[src/rtl/cordic_vectoring.sv]
// rtl/cordic_vectoring.sv - iterative vectoring-mode CORDIC: (x, y) -> angle, magnitude
//
// Purpose:
//   Rotates the input vector onto the +x axis one micro-rotation per cycle,
//   accumulating the applied angle in z. The final x is the magnitude, which
//   carries the raw CORDIC gain unless gain compensation is compiled in.
//
// Build option:
//   CORDIC_VEC_GAIN_COMP_EN - when defined, adds a SCALE state that multiplies
//   the final x by GAIN (1/K). Latency grows from LENGTH+1 to LENGTH+2.
//
// Ports:
//   clk        in   1   clock, rising edge
//   rst_n      in   1   asynchronous active-low reset
//   start      in   1   request, sampled only in IDLE
//   x_in       in  16   signed Q2.14 x, must be >= 0
//   y_in       in  16   signed Q2.14 y
//   busy       out  1   computation in progress
//   done       out  1   one-cycle pulse when results update
//   angle      out 16   signed Q2.14 radians
//   mag        out 18   signed Q4.14 magnitude
//   range_err  out  1   last accepted request had x_in < 0

module cordic_vectoring #(
    parameter int LENGTH    = 8,
    parameter int FRAC_BITS = 14,
    parameter logic signed [FRAC_BITS+1:0] ATAN_LUT [16] = '{
        16'sd12868, 16'sd7596, 16'sd4014, 16'sd2037,
        16'sd1023,  16'sd512,  16'sd256,  16'sd128,
        16'sd64,    16'sd32,   16'sd16,   16'sd8,
        16'sd4,     16'sd2,    16'sd1,    16'sd0
    },
    parameter int GAIN      = 9949
) (
    input  logic                  clk,
    input  logic                  rst_n,
    input  logic                  start,
    input  logic [FRAC_BITS+1:0]  x_in,
    input  logic [FRAC_BITS+1:0]  y_in,
    output logic                  busy,
    output logic                  done,
    output logic [FRAC_BITS+1:0]  angle,
    output logic [FRAC_BITS+3:0]  mag,
    output logic                  range_err
);

    // AW: Q2.14 angle/input width. W: Q4.14 working width for x and y.
    localparam int AW = FRAC_BITS + 2;
    localparam int W  = FRAC_BITS + 4;

    typedef enum logic [1:0] {
        S_IDLE,
        S_ITER,
        S_SCALE,
        S_DONE
    } state_t;

    state_t                state_q, state_d;
    logic signed [W-1:0]   x_q, x_d;
    logic signed [W-1:0]   y_q, y_d;
    logic signed [AW-1:0]  z_q, z_d;
    logic [3:0]            iter_q, iter_d;
    logic                  err_q, err_d;
    logic                  done_q, done_d;
    logic [AW-1:0]         angle_q, angle_d;
    logic [W-1:0]          mag_q, mag_d;
    logic                  range_err_q, range_err_d;

    logic signed [W-1:0]   x_sh;
    logic signed [W-1:0]   y_sh;

    assign x_sh = x_q >>> iter_q;
    assign y_sh = y_q >>> iter_q;

`ifdef CORDIC_VEC_GAIN_COMP_EN
    localparam logic signed [W-1:0] GAIN_S = (W)'(GAIN);

    logic signed [2*W-1:0] prod;
    logic signed [W-1:0]   x_scaled;

    // Arithmetic shift then truncate keeps bits [31:14]: rounds toward -inf.
    assign prod     = x_q * GAIN_S;
    assign x_scaled = (W)'(prod >>> FRAC_BITS);
`else
    // GAIN only feeds the compensated build; keep it referenced as a sanity guard.
    if (GAIN <= 0) begin : g_gain_not_positive
    end
`endif

    always_comb begin
        state_d     = state_q;
        x_d         = x_q;
        y_d         = y_q;
        z_d         = z_q;
        iter_d      = iter_q;
        err_d       = err_q;
        done_d      = 1'b0;
        angle_d     = angle_q;
        mag_d       = mag_q;
        range_err_d = range_err_q;

        case (state_q)
            S_IDLE: begin
                if (start) begin
                    x_d     = {{(W-AW){x_in[AW-1]}}, x_in};
                    y_d     = {{(W-AW){y_in[AW-1]}}, y_in};
                    z_d     = '0;
                    iter_d  = 4'd0;
                    err_d   = x_in[AW-1];
                    state_d = S_ITER;
                end
            end

            S_ITER: begin
                // Drive y toward zero; y == 0 takes the non-negative branch.
                if (!y_q[W-1]) begin
                    x_d = x_q + y_sh;
                    y_d = y_q - x_sh;
                    z_d = z_q + ATAN_LUT[iter_q];
                end else begin
                    x_d = x_q - y_sh;
                    y_d = y_q + x_sh;
                    z_d = z_q - ATAN_LUT[iter_q];
                end
                iter_d = iter_q + 4'd1;
                if (iter_q == 4'(LENGTH - 1)) begin
`ifdef CORDIC_VEC_GAIN_COMP_EN
                    state_d = S_SCALE;
`else
                    state_d = S_DONE;
`endif
                end
            end

`ifdef CORDIC_VEC_GAIN_COMP_EN
            S_SCALE: begin
                x_d     = x_scaled;
                state_d = S_DONE;
            end
`endif

            S_DONE: begin
                done_d      = 1'b1;
                range_err_d = err_q;
                angle_d     = err_q ? '0 : z_q;
                mag_d       = err_q ? '0 : x_q;
                state_d     = S_IDLE;
            end

            default: begin
                state_d = S_IDLE;
            end
        endcase
    end

    always_ff @(posedge clk or negedge rst_n) begin
        if (!rst_n) begin
            state_q     <= S_IDLE;
            x_q         <= '0;
            y_q         <= '0;
            z_q         <= '0;
            iter_q      <= 4'd0;
            err_q       <= 1'b0;
            done_q      <= 1'b0;
            angle_q     <= '0;
            mag_q       <= '0;
            range_err_q <= 1'b0;
        end else begin
            state_q     <= state_d;
            x_q         <= x_d;
            y_q         <= y_d;
            z_q         <= z_d;
            iter_q      <= iter_d;
            err_q       <= err_d;
            done_q      <= done_d;
            angle_q     <= angle_d;
            mag_q       <= mag_d;
            range_err_q <= range_err_d;
        end
    end

    // Busy covers ITER, SCALE and DONE; it drops on the same edge done rises.
    assign busy      = (state_q != S_IDLE);
    assign done      = done_q;
    assign angle     = angle_q;
    assign mag       = mag_q;
    assign range_err = range_err_q;

endmodule

[config.mk]
export PLATFORM = sky130hd
export DESIGN_NAME = cordic_vectoring
export DESIGN_NICKNAME = d
export VERILOG_FILES = /design/src/rtl/cordic_vectoring.sv
export SDC_FILE = /design/constraint.sdc
export NUM_CORES = 1
export LEC_CHECK = 0
export CORE_MARGIN = 2
export CORE_UTILIZATION = 55
export CTS_CLUSTER_DIAMETER = 50
export DETAILED_ROUTE_END_ITERATION = 8
export GPL_ROUTABILITY_DRIVEN = 0
export PLACE_DENSITY = 0.79
export SETUP_SLACK_MARGIN = 0.3
export SLEW_MARGIN = 15
export SYNTH_ARGS = -nofsm -noshare
export SYNTH_HDL_FRONTEND = slang
export SYNTH_SLANG_ARGS = --single-unit
[constraint.sdc]
create_clock -name clk -period 5.1 [get_ports clk]
set_input_delay 0.765 -clock clk [delete_from_list [all_inputs] [get_ports clk]]
set_output_delay 0.765 -clock clk [all_outputs]
set_load 0.02 [all_outputs]
Word-level counts from Yosys, hierarchy flattened --
Memories as Yosys holds them, arrays and structs flattened. Index checks and enable logic that the tools add are counted.
Word-level totals: register bits 95, memory bits (read-only) 256, output and inout bits 37, memories kept 1
Operators by class: add/subtract/negate cells 7, $lt $le $gt $ge 1, equality and inequality tests 5, shifts and indexed selects 2, muxes and demuxes 19, bitwise gates (word level) 1, reduce and logical (&&, ||, !) cells 6
Memory list:
- (name not given) | words 16, bits a word 16, rd ports 1, clocked after memory_dff 0, write ports 0, RTL line 123 | z_d = z_q - ATAN_LUT[iter_q];
Operators with widths (count):
- $mux 18 | 5
- $mux 16 | 5
- $pmux 18 s2 | 2
- $add 18x18->18 | 2
- $sshr 18x4->18 | 2
- $sub 18x18->18 | 2
- $pmux 16 s2 | 1
- $add 16x16->16 | 1
- $sub 16x16->16 | 1
- $pmux 4 s2 | 1
- $reduce_and 2->1 | 3
- $ge 5x5->1 const B | 1
- $not 4->5 | 1
- $add 4x1->4 const B | 1
- $eq 4x3->1 const B | 1
- $mux 2 | 2
- $mux 4 | 1
- $ne 2x2->1 const B | 2
- $pmux 2 s2 | 1
- $reduce_bool 2->1 | 2
- $eq 2x1->1 const B | 1
- $eq 2x2->1 const B | 1
- $logic_not 2->1 | 1
- $mux 1 | 1

Longest topological paths before layout --
Gate-level depths: netlist (run 1).
word-level depth 7, depth in mapped cells 24, mapped depth without buffers 20

Worst setup path after synthesis (run 1) --
No wires, ideal clock.
kind register -> register, start register iter_q[1], end register y_q[17], data arrival time 4660 ps, setup slack 297 ps, stages on the path, launching flop included 21, buffers on the path 4, clock period less this slack 4803 ps, path through dfrtp_1 -> buf_6 -> buf_6 -> buf_2 -> clkbuf_1 -> mux4_2 -> a22oi_1 -> o21ai_0 -> o21bai_1 -> o31ai_1 -> xnor2_1 -> ha_1 -> a21oi_1 -> nand2_1 -> or4_1 -> a31o_2 -> a41o_1 -> a41o_1 -> o41ai_1 -> xor2_1 -> a21oi_1
Between the ends: cells in the longest elaborated chain, start to end 4, elaborated cells between the ends (all ways) 5, those cells by class add/sub (2); shift (1); mux (2)
Ends and longest elaborated chain:
- start, declared | RTL line 62 | logic [3:0] iter_q, iter_d;
- start signal, assigned | RTL line 173 | iter_q <= iter_d;
- $sshr 18x4->18 * | RTL line 72 | assign x_sh = x_q >>> iter_q;
- $sub 18x18->18 / $add 18x18->18 (equally long branches) | RTL line 118, 122
- $mux 18 * | RTL line 116 | if (!y_q[W-1]) begin
- $pmux 18 s2 * | RTL line 102 | case (state_q)
- end signal, assigned | RTL line 171 | y_q <= y_d;
- end, declared | RTL line 60 | logic signed [W-1:0] y_q, y_d;
Every way passes the cells marked *; elsewhere a longest branch is shown, timed or not. A chain may end at the register's enable or synchronous reset.

Final worst setup path (run 1) --
start register iter_q[1], end register x_q[17]
Between the ends: cells in the longest elaborated chain, start to end 4, elaborated cells between the ends (all ways) 5, those cells by class add/sub (2); shift (1); mux (2)
Ends and longest elaborated chain:
- $sshr 18x4->18 * | RTL line 73 | assign y_sh = y_q >>> iter_q;
- $add 18x18->18 / $sub 18x18->18 (equally long branches) | RTL line 117, 121
- $mux 18 * | RTL line 116
- $pmux 18 s2 * | RTL line 102
- end signal, assigned | RTL line 159 | x_q <= '0;
- end signal, assigned | RTL line 170 | x_q <= x_d;
- end, declared | RTL line 59 | logic signed [W-1:0] x_q, x_d;
Marks and branches as above.

==> out/summary.txt, run 1 <==
Cells after Synth - 1,110
Number of antenna violations at the first check in global routing - 0
Yosys cell types - 75
Mapped Nets - 1,209
Most common flop cell mapped by yosys - dfrtp_1
Critical Path Fanout Max - 12
Ant diodes - 0
Startpoint Class - flip-flop
Worst R2R Start - iter_q[1]$_DFFE_PN0P_
Post-route insts no fill - 1,446
First-pass GRT wire length - 44.1 mm
Syn avg cell area - 8.42 sq um
FFs w/ async S/R, synth - 1.00
Area contributors post-synth - dfrtp_1 (25%), mux4_2 (8.4%), ha_1 (8.2%), nand2_1 (6.4%), o21ai_0 (5.1%)
F_max - 210 MHz
# Max-Cap Violations - 0
Post-synthesis register bit count - 95
Clk sink count - 95
Via/cell ratio - 6.53
Most frequent cell after synthesis - nand2_1
Area of the core - 16,600 sq um
Htree depth - 3
CP endpoint kind - flip-flop
Worst flop-to-flop path endpoint - x_q[17]$_DFFE_PN0P_
Post-Syn Area - 9350 sq um
Iter 0 DRT Violations - 1,164
Slew Limit Fails - 0
Adder-Cell Fraction of Synth Area - 0.0881
Clock skew - 0.0170 ns
Total CTS buffers - 9
Setup violators final - 0
Worst-path cell chain - buf_12 > mux2_1 > mux2i_2 > o221ai_2 > or4_4 > o21a_1 > nor2_4 > a31oi_1 > xnor2_1 > o21ai_1 > ha_1 > and2_1 > or2_2 > a21oi_2 > o21ai_0 > a21oi_1 > o21ai_0 > xnor2_1 > mux2i_1 > nand3_1
Die Footprint - 18,100 sq um
Die height - 134 um
CP Class - reg2reg
Cts hold-fix bufs - 0
Nets - 1,320
Max Buffers Root-to-Sink - 2
Vias in the first global route - 8,518
Worst-Margin Slew - 0.894 ns
Outcome - finished clean
Layout area overhead - 22.1%
Congestion Overflow GR - 0
Die width - 134 um
Mux contribution to synthesized area - 0.139
Slowest CP cell - or4_4
Largest net degree at the start of global routing - 71
Fin Setup TNS - 0 ns
CTS tree - done
Routed WL per cell - 19.9 um
Placed cells - 1,387
Vias - 9,439
Period utilization - 0.935
Worst EP arrival - 5.02 ns
Reg2Reg Depth - 20
Synth top area share - 0.254
Worst hold slack - 0.238 ns
Antenna Violating Nets Remaining - 0
DRC viols - 0
Worst skew pair latency - 0.37 ns
# rows - 47
Slew Limit Headroom - 0.404
CTS clk-pin slew, worst paths - 0.08 ns
WP data required - 5.35 ns
Top Ports - 72
Total track usage - 0.305
Largest family of logic cells by synthesized area - compound AO/OA/AOI/OAI gates
Util after Layout - 0.688
Period minus WS final - 4.77 ns
Buffers on Ports - 71
WL final - 28.8 mm
Synth Area in XOR/XNOR - 0.0684
Critical Path Max Stage Delay - 0.56 ns
Final hold violations - 0
Post-Synth Simple-Gate Area - 0.194
YS warnings - 0
RSZ-0062 raised after global routing - yes
FF-to-FF setup slack - 0.33 ns
Ratio of cells with drive above 1 in the final layout - 0.186
Commonest cells in the netlist - nand2_1 (160), dfrtp_1 (95), o21ai_0 (95)
Sequential share of the synthesized area - 0.254
EDFF count, synth - 0
DR pass1 iterations - 6
Leading area contributor after synthesis - dfrtp_1
Post-DP HPWL - 19.5 mm
Hold Crit Class - in2async
Initial core utilization - 0.564
Synth Area in Compound Gates - 0.213
CTS root buf - clkbuf_16
==> kinds of logic (layout without fill, tap and decap cells) <==
group                      after synthesis  in the layout
AOI/OAI and AO/OA                      316            316
xor gates and xnor gates                73             73
adders and majority gates               64             64
buffers and inverters                   94            210
DFF                                     95             95
muxes                                   83             83
and+or+nand+nor                        385            385
==> worst max-delay path, delay by kind of cell, from the launching register on <==
kind	cells	cell delay (ns)
AOI/OAI and AO/OA	8	1.26
xor gates and xnor gates	2	0.36
DFF	1	0.55
buffers and inverters	1	0.18
and+or+nand+nor	5	1.26
adders and majority gates	1	0.19
muxes	3	0.85
==> metal layers <==
layer  share of wire  vias up  track usage
li1                -     4283            -
met1            0.40     4395        0.412
met2            0.45      607        0.487
met3           0.099      154       0.0529
met4           0.055        0        0.127
met5               0        -            0
==> state kept, by name (all words and copies together) (netlist names) <==
register   count
x_q           18
y_q           18
iter_q         4
z_q           16
mag           18
state_q        2
angle         16
err_q          1
range_err      1
done           1
==> layout make-up <==
cell class | instances | area, sq um
clock inverters | 6 | 56.3
well taps | 220 | 275
flip-flops and latches | 95 | 2380
clock buffers | 10 | 239
repair buffers | 167 | 1540
fillers | 1283 | 5170
multi-input cells | 921 | 6810
inverters | 27 | 109
==> timing repair <==
item / 4_1_cts / 5_1_grt
hold endpoints to repair: 0 / 0
resized for setup: 20 / 51
gates cloned: 1 / 1
setup buffers: 12 / 29
setup endpoints to repair: 7 / 15
pin swaps: 4 / 36
==> worst max-delay path by stage <==
stage | startpoint | to | slack [ns] | depth (start not counted)
after floorplan | iter_q[2]$_DFFE_PN0P_ | y_q[17]$_DFFE_PN0P_ | 0.32 | 19
after global placement | iter_q[1]$_DFFE_PN0P_ | y_q[17]$_DFFE_PN0P_ | 0.23 | 15
after detailed placement | iter_q[1]$_DFFE_PN0P_ | x_q[17]$_DFFE_PN0P_ | 0.11 | 20
after CTS | iter_q[1]$_DFFE_PN0P_ | y_q[17]$_DFFE_PN0P_ | 0.30 | 17
after global routing | iter_q[0]$_DFFE_PN0P_ | x_q[17]$_DFFE_PN0P_ | 0.15 | 20
final | iter_q[1]$_DFFE_PN0P_ | x_q[17]$_DFFE_PN0P_ | 0.33 | 20
==> through the flow <==
step	setup WS, ns	area [sq um]
finish	0.332	11400
global route	0.151	11400
CTS	0.303	11000
detailed placement	0.112	10500
global placement	0.228	10500
floorplan	0.323	9350
==> cell usage in the layout (no fill, tap or decap), types with 10 or more instances in the layout <==
cell type	instances
dfrtp_1	91
buf_4	86
nor3_1	18
inv_1	24
a31oi_1	19
mux2i_1	26
o22ai_1	15
o22a_1	11
xnor2_1	39
ha_1	58
nand2_1	158
mux4_2	35
o21ai_1	12
o21ai_0	86
mux2_2	11
a21o_1	11
nor2b_1	11
nor2_1	74
clkbuf_16	10
xor2_1	34
nand2b_1	45
a21oi_1	68
clkdlybuf4s50_1	70
nand3_1	14
Power of run 1 is left out: the tool's default activity adds up to more than one toggle a clock period on the data nets, which glitch-free logic cannot reach.
==> run 2: changes to the inputs <==
--- a/config.mk
+++ b/config.mk
@@ -5,7 +5,7 @@
 export SDC_FILE = /design/constraint.sdc
 export NUM_CORES = 1
 export LEC_CHECK = 0
-export CORE_MARGIN = 2
+export CORE_MARGIN = 10
 export CORE_UTILIZATION = 55
 export CTS_CLUSTER_DIAMETER = 50
 export DETAILED_ROUTE_END_ITERATION = 8
==> out/summary.txt, run 2 (same netlist as run 1, synthesis figures left out) <==
Outcome - finished clean
FF-to-FF setup slack - 0.25 ns
Cts hold-fix bufs - 0
Worst skew pair latency - 0.37 ns
Worst EP arrival - 5.07 ns
Vias in the first global route - 8,585
DRC viols - 0
Placed cells - 1,395
Buffers on Ports - 71
Ant diodes - 0
WL final - 29.9 mm
Top Ports - 72
Die width - 150 um
Startpoint Class - flip-flop
CTS root buf - clkbuf_16
Critical Path Fanout Max - 9
Setup violators final - 0
Post-route insts no fill - 1,449
Fin Setup TNS - 0 ns
First-pass GRT wire length - 44.0 mm
Commonest non-fill, non-tap cell in the layout - nand2_1
Period utilization - 0.950
Antenna Violating Nets Remaining - 0
Period minus WS final - 4.85 ns
CP Class - reg2reg
Clock skew - 0.0255 ns
Post-DP HPWL - 20.4 mm
RSZ-0062 raised after global routing - yes
Most frequent cells in the layout - nand2_1 (156), dfrtp_1 (92), buf_4 (89)
CP endpoint kind - flip-flop
Die Footprint - 22,600 sq um
Total track usage - 0.242
Max Buffers Root-to-Sink - 2
Layout area overhead - 22.6%
Placed Instance Area - 10,500 sq um
Htree depth - 3
Iter 0 DRT Violations - 1,311
Met1 WL - 11.7 mm
Total CTS buffers - 9
Number of antenna violations at the first check in global routing - 0
WP data required - 5.32 ns
CTS tree - done
Filler cells - 1,238
CTS clk-pin slew, worst paths - 0.09 ns
# Max-Cap Violations - 0
F_max - 206 MHz
Initial core utilization - 0.562
Nets - 1,323
Ratio of cells with drive above 1 in the final layout - 0.195
Final Instance Area - 11,500 sq um
Highest metal used - met4
Via/cell ratio - 6.51
Clk sink count - 95
Metal2 WL - 13.5 mm
# rows - 47
Slew Limit Fails - 0
Vias - 9,439
WL met3 - 3.36 mm
Routed WL per cell - 20.6 um
Final hold violations - 0
Area of the core - 16,600 sq um
Util after Layout - 0.689
Congestion Overflow GR - 0
Hold Crit Class - in2async
DR pass1 iterations - 6
Worst-Margin Slew - 1.07 ns
Die height - 150 um
Slew Limit Headroom - 0.283
Largest net degree at the start of global routing - 71
[run 2: stage by stage]
step / hold WS [ns] / setup WS, ns
after floorplan: 0.469 / 0.323
final: 0.393 / 0.253
after global placement: 0.460 / 0.267
after CTS: 0.417 / 0.290
after detailed placement: 0.469 / 0.204
after global routing: 0.427 / 0.118
[run 2: layout make-up]
cell class,instances,area [sq um],share of cell area
multi-input cells,921,6850,0.598
repair buffers,170,1560,0.136
clock inverters,7,62.6,0.00546
inverters,27,104,0.00906
flip-flops and latches,95,2380,0.208
well taps,220,275,0.0240
clock buffers,9,225,0.0196
[run 2: critical path, cell delays in order (launching register included)]
cell,delay (ns)
dfrtp_4,0.52
buf_8,0.16
buf_4,0.17
inv_4,0.16
mux2i_1,0.54
o21ai_0,0.14
o21ai_0,0.34
nand4_1,0.26
or2_4,0.33
mux2i_1,0.12
a22oi_1,0.16
o21ai_1,0.12
ha_2,0.21
or3_1,0.30
o211a_1,0.27
a41o_1,0.30
a311oi_2,0.32
xor2_1,0.17
o211ai_1,0.09
[run 2: path summary, 6_finish.rpt]
path,startpoint,end,depth (start not counted)
worst max-delay path,iter_q[0]$_DFFE_PN0P_,x_q[16]$_DFFE_PN0P_,18
worst min-delay path,rst_n,z_q[2]$_DFFE_PN0P_,1
worst max register to register,iter_q[0]$_DFFE_PN0P_,x_q[16]$_DFFE_PN0P_,18
worst min register to register,angle[9]$_DFFE_PN0P_,angle[9]$_DFFE_PN0P_,2
max in group asynchronous,rst_n,x_q[6]$_DFFE_PN0P_,2
min in group clk,angle[9]$_DFFE_PN0P_,angle[9]$_DFFE_PN0P_,2
[run 2: per-layer routing]
metal | vias to the layer above | global-route usage
met2 | 647 | 0.385
met3 | 146 | 0.0453
met4 | 0 | 0.0986
met1 | 4358 | 0.316
met5 | - | 0
li1 | 4288 | -
[run 2: repair_timing]
item | CTS | global route
buffers inserted | 3 | 34
endpoints found under the setup margin | 6 | 18
gates cloned | 1 | 0
pin swaps | 0 | 44
hold endpoints to repair | 0 | 0
gates resized for setup | 5 | 78
Power of run 2 is left out for the same reason.
